[src/rtl/proc_bus_pkg.sv]
// Shared definitions for the processor data bus: widths, arbiter FSM encoding and master indices.
package proc_bus_pkg;

    localparam int DBITS_DEF = 32;
    localparam int ABITS_DEF = 32;

    typedef enum logic [1:0] {
        S_IDLE   = 2'd0,
        S_ACCESS = 2'd1,
        S_RESP   = 2'd2
    } state_t;

    localparam logic M0 = 1'b0;
    localparam logic M1 = 1'b1;

endpackage

[src/rtl/rr_pick2.sv]
// Combinational 2-way round-robin picker; on a tie the master not granted last wins.
module rr_pick2
    import proc_bus_pkg::*;
(
    input  logic [1:0] req,
    input  logic       last,
    output logic       valid,
    output logic       winner
);

    always_comb begin
        valid  = |req;
        winner = M0;
        if (req[1] && (!req[0] || last == M0))
            winner = M1;
    end

endmodule

[src/rtl/dmem_arbiter.sv]
// Two-master arbiter for the dmem/I-O slave: IDLE -> ACCESS -> RESP, one transfer per 3 cycles.
// Optional lock feature (m0_lock/m1_lock ports) is enabled by defining ARB_LOCK_EN.
module dmem_arbiter
    import proc_bus_pkg::*;
#(
    parameter int DBITS = DBITS_DEF,
    parameter int ABITS = ABITS_DEF
) (
    input  logic             clk,
    input  logic             RESET_N,
    input  logic             m0_req,
    input  logic             m0_we,
    input  logic [ABITS-1:0] m0_addr,
    input  logic [DBITS-1:0] m0_wdata,
    output logic             m0_gnt,
    output logic             m0_ack,
    output logic [DBITS-1:0] m0_rdata,
    input  logic             m1_req,
    input  logic             m1_we,
    input  logic [ABITS-1:0] m1_addr,
    input  logic [DBITS-1:0] m1_wdata,
    output logic             m1_gnt,
    output logic             m1_ack,
    output logic [DBITS-1:0] m1_rdata,
`ifdef ARB_LOCK_EN
    input  logic             m0_lock,
    input  logic             m1_lock,
`endif
    output logic             s_en,
    output logic             s_we,
    output logic [ABITS-1:0] s_addr,
    output logic [DBITS-1:0] s_wdata,
    input  logic [DBITS-1:0] s_rdata
);

    state_t     state, state_nxt;
    logic       owner, last;
    logic [1:0] req_vec, arb_req;
    logic       pick_vld, pick_win, take;
    logic       busy;

    assign req_vec = {m1_req, m0_req};

`ifdef ARB_LOCK_EN
    // lock_q is the winner's lock captured at grant; it becomes the active lock at that transfer's ack.
    logic locked, lock_q;

    assign arb_req = !locked ? req_vec :
                     (owner == M1) ? {req_vec[1], 1'b0} : {1'b0, req_vec[0]};

    always_ff @(posedge clk or negedge RESET_N) begin
        if (!RESET_N) begin
            locked <= 1'b0;
            lock_q <= 1'b0;
        end else begin
            if (take)
                lock_q <= (pick_win == M1) ? m1_lock : m0_lock;
            if (state == S_RESP)
                locked <= lock_q;
            else if (state == S_IDLE && locked && !req_vec[owner])
                locked <= 1'b0;
        end
    end
`else
    assign arb_req = req_vec;
`endif

    rr_pick2 u_pick (
        .req    (arb_req),
        .last   (last),
        .valid  (pick_vld),
        .winner (pick_win)
    );

    always_ff @(posedge clk or negedge RESET_N) begin
        if (!RESET_N) begin
            state <= S_IDLE;
            owner <= M0;
            last  <= M1;
        end else begin
            state <= state_nxt;
            if (take) begin
                owner <= pick_win;
                last  <= pick_win;
            end
        end
    end

    always_comb begin
        state_nxt = state;
        take      = 1'b0;
        case (state)
            S_IDLE: begin
                if (pick_vld) begin
                    take      = 1'b1;
                    state_nxt = S_ACCESS;
                end
            end
            S_ACCESS: state_nxt = S_RESP;
            default:  state_nxt = S_IDLE;
        endcase
    end

    // All outputs decode from state/owner so a reset forces them low immediately.
    always_comb begin
        busy     = (state == S_ACCESS) || (state == S_RESP);
        m0_gnt   = busy && (owner == M0);
        m1_gnt   = busy && (owner == M1);
        m0_ack   = (state == S_RESP) && (owner == M0);
        m1_ack   = (state == S_RESP) && (owner == M1);
        m0_rdata = m0_ack ? s_rdata : '0;
        m1_rdata = m1_ack ? s_rdata : '0;
        s_en     = (state == S_ACCESS);
        s_we     = 1'b0;
        s_addr   = '0;
        s_wdata  = '0;
        if (s_en) begin
            s_we    = (owner == M1) ? m1_we    : m0_we;
            s_addr  = (owner == M1) ? m1_addr  : m0_addr;
            s_wdata = (owner == M1) ? m1_wdata : m0_wdata;
        end
    end

endmodule

[config.mk]
export PLATFORM = sky130hd
export DESIGN_NAME = dmem_arbiter
export DESIGN_NICKNAME = d
export VERILOG_FILES = /design/src/rtl/proc_bus_pkg.sv /design/src/rtl/rr_pick2.sv /design/src/rtl/dmem_arbiter.sv
export SDC_FILE = /design/constraint.sdc
export NUM_CORES = 1
export LEC_CHECK = 0
export BUFFER_PORTS_ARGS = -buffer_cell sky130_fd_sc_hd__buf_2
export CAP_MARGIN = 0
export CORE_AREA = 2 2 117 119
export CTS_CLUSTER_DIAMETER = 40
export DETAILED_ROUTE_END_ITERATION = 7
export DIE_AREA = 0 0 119 121
export PLACE_DENSITY = 0.49
export SYNTH_ARGS = -nofsm -noshare
export SYNTH_HDL_FRONTEND = slang
export SYNTH_HIERARCHICAL = 1
export SYNTH_SLANG_ARGS = --single-unit
[constraint.sdc]
create_clock -name clk -period 3.7 [get_ports clk]
set_input_delay 0.185 -clock clk [delete_from_list [all_inputs] [get_ports clk]]
set_output_delay 0.185 -clock clk [all_outputs]
set_load 0.05 [all_outputs]
==> out/metrics.cfg <==
[clock_tree]
cts_made_buffers=3
clock_sinks=4
clockRootBuffer=clkbuf_16
clk_path_buf_depth=2
ctsHoldBuffers=1
clk_pin_slew_worst_paths_ns=0.03
h-tree-depth=1
post_cts_buffers=0
post_cts_resized=0
cts_tree=done
clk_latency_ns=0.22

[synthesis]
ys_seq_area_share_pct=5.433
synth_edf_count=0
synth_top_area_share_pct=34.88
yosys.area.top_type=mux2i_1
synth.distinct_cells=19
ys_top_cells_by_area=mux2i_1 35%, nor2b_1 22%, and2_1 11%
synth_cells=242
postSynth.asyncResetShare_pct=100.0
synth-seq-cells=4
synth.most_common_cell=nor2b_1
synthesis.nets=413
syn-cell-area_um2=1866
avgSynthCellArea_um2=7.709
yosysWarnings=6
synth_common_cells=66 x nor2b_1, 65 x mux2i_1, 34 x and2_1
synthFlopType=dfrtp_1

[sta]
tns_ns=0
timing.final.ws_setup_ns=1.173
min_period_ns=2.527
setup_viol=0
hold_ws_ns=0.3049
fin_crit_sh_pct=68.28
fin_skew_ns=0.002060
hold_violations=0
relSlewSlack_pct=37.65
fmax_ghz=0.3958
worstMarginPinSlew_ns=0.9352
rsz0062_at_grt=false
drv_slew=0

[floorplan]
rows=42
initial_core_util_pct=14.26
die_area_um2=14400
core_area_um2=13090
io_pins=300
die_x_um=119
fp.dieH_um=121

[worst_setup_path]
criticalPathCategory=flop to output port
startpoint_type=flop
end_kind=output port
crit_fanout=34
startpoint=state[0]$_DFFE_PN0P_
r2r_start=state[0]$_DFFE_PN0P_
critPathArrivalTime_ns=2.34
required_ns=3.51

[pwr]
ir_worst_vdd_mv=0.3174
pwr-share-comb_pct=88.9
intPower_mw=0.9830
pwr_density_cell_nw_per_um2=864.8
p_clk_share_pct=5.6
swShare_pct=68.05
power_mw=3.076
p_sw_mw=2.093
pwr-share-seq_pct=5.5
p_leak_nw=2.272

[layout]
fin_nets=697
drive_gt1_share_pct=59.05
num_antenna_cells=0
fin_cells=701
fin_util_pct=27.18
area_growth_pct=90.68
design_area_um2=3557

[drt]
wl_met3_um=606
wl_met1_um=3383
route.met2.wl_um=4445
initialDrtViolationCount=61
ant_nets=0
wl_um=8468
remaining_drc_errors=0
vias=2724
routedWlPerCell_um=12.08
top_layer_used=met4
first_pass_iters=5
vias_per_cell=3.886

[placed_design]
gp_congestion=0.8613
place_area_um2=3468
port_buffers=299
dp_slack_ns=1.418
hpwl_um=7110
dpl.cell_count=696

[min_path]
hold_path.class=input pin to asynchronous set/reset pin

[global_routing]
grt_max_degree=66
grtUsageTotal_pct=10.38
grt_pass1_vias=2537
antenna_found_initial=0
grt_pass1_wl_um=12390
grt_overflow=0

[job]
cap_viol_max_count=0

[outcome]
status=completed

metal layers:
layer | global-route usage, % | vias to the layer above
met5 | 0 | -
met4 | 1.190 | 0
met3 | 1.645 | 4
met2 | 19.94 | 125
met1 | 12.41 | 1214
li1 | - | 1381
final cells by class:
type                    instances  area [um2]
flip-flops and latches          4       105.1
repair buffers                303        1529
inverters                       2       7.507
well taps                     176       220.2
multi-input cells             212        1617
clock buffers                   4       78.83
fillers                      1463        9528
worst paths after layout:
kind,endpoint,slack (ns),cells after the start
hold / removal,state[0]$_DFFE_PN0P_,0.30,2
hold reg to reg,last$_DFFE_PN1P_,0.51,1
max in group asynchronous,last$_DFFE_PN1P_,3.19,2
setup reg to reg,state[0]$_DFFE_PN0P_,2.39,4
min in group clk,last$_DFFE_PN1P_,0.43,4
setup / recovery,m0_rdata[6],1.17,6
kinds of logic after synthesis:
kind of cell / Yosys count / share of synthesized area (%)
AND/OR/NAND/NOR: 137 / 45.88
multiplexers: 67 / 36.08
buffers and inverters: 26 / 8.048
adder cells (fa/ha/maj): 5 / 3.353
flip-flops: 4 / 5.433
AO/OA/AOI/OAI: 3 / 1.207
placed cells by master, fill, tap and decap left out, types with 2 or more instances in the layout:
cell,netlist,final
mux2_2,2,2
mux2i_1,65,65
and3_1,33,33
ha_1,5,4
buf_2,3,299
clkbuf_16,0,3
inv_1,2,2
a21o_1,2,2
nor2b_1,66,66
and2_1,34,34
buf_4,1,3
dfrtp_1,3,2
worst max-delay path, stage by stage, from the launching register on:
cell and delay, ns:
dfrtp_1 0.40, inv_1 0.12, ha_1 0.15, buf_4 0.26
and2b_1 0.67, and2_1 0.23, buf_2 0.26
flip-flops by register name, summed over array words and instances (netlist names):
name / flops
last: 1
owner: 1
state: 2
power groups by stage:
stage          Clock, mW  Combinational [mW]  Sequential (mW)
4_1_cts            0.177                2.76            0.171
3_3_place_gp           0                2.72            0.164
3_5_place_dp           0                2.75            0.171
5_1_grt            0.182                2.88            0.178
2_1_floorplan          0                2.29           0.0799
6_report           0.173                2.73            0.169
Note: power is estimated with default switching activity, not from simulation.
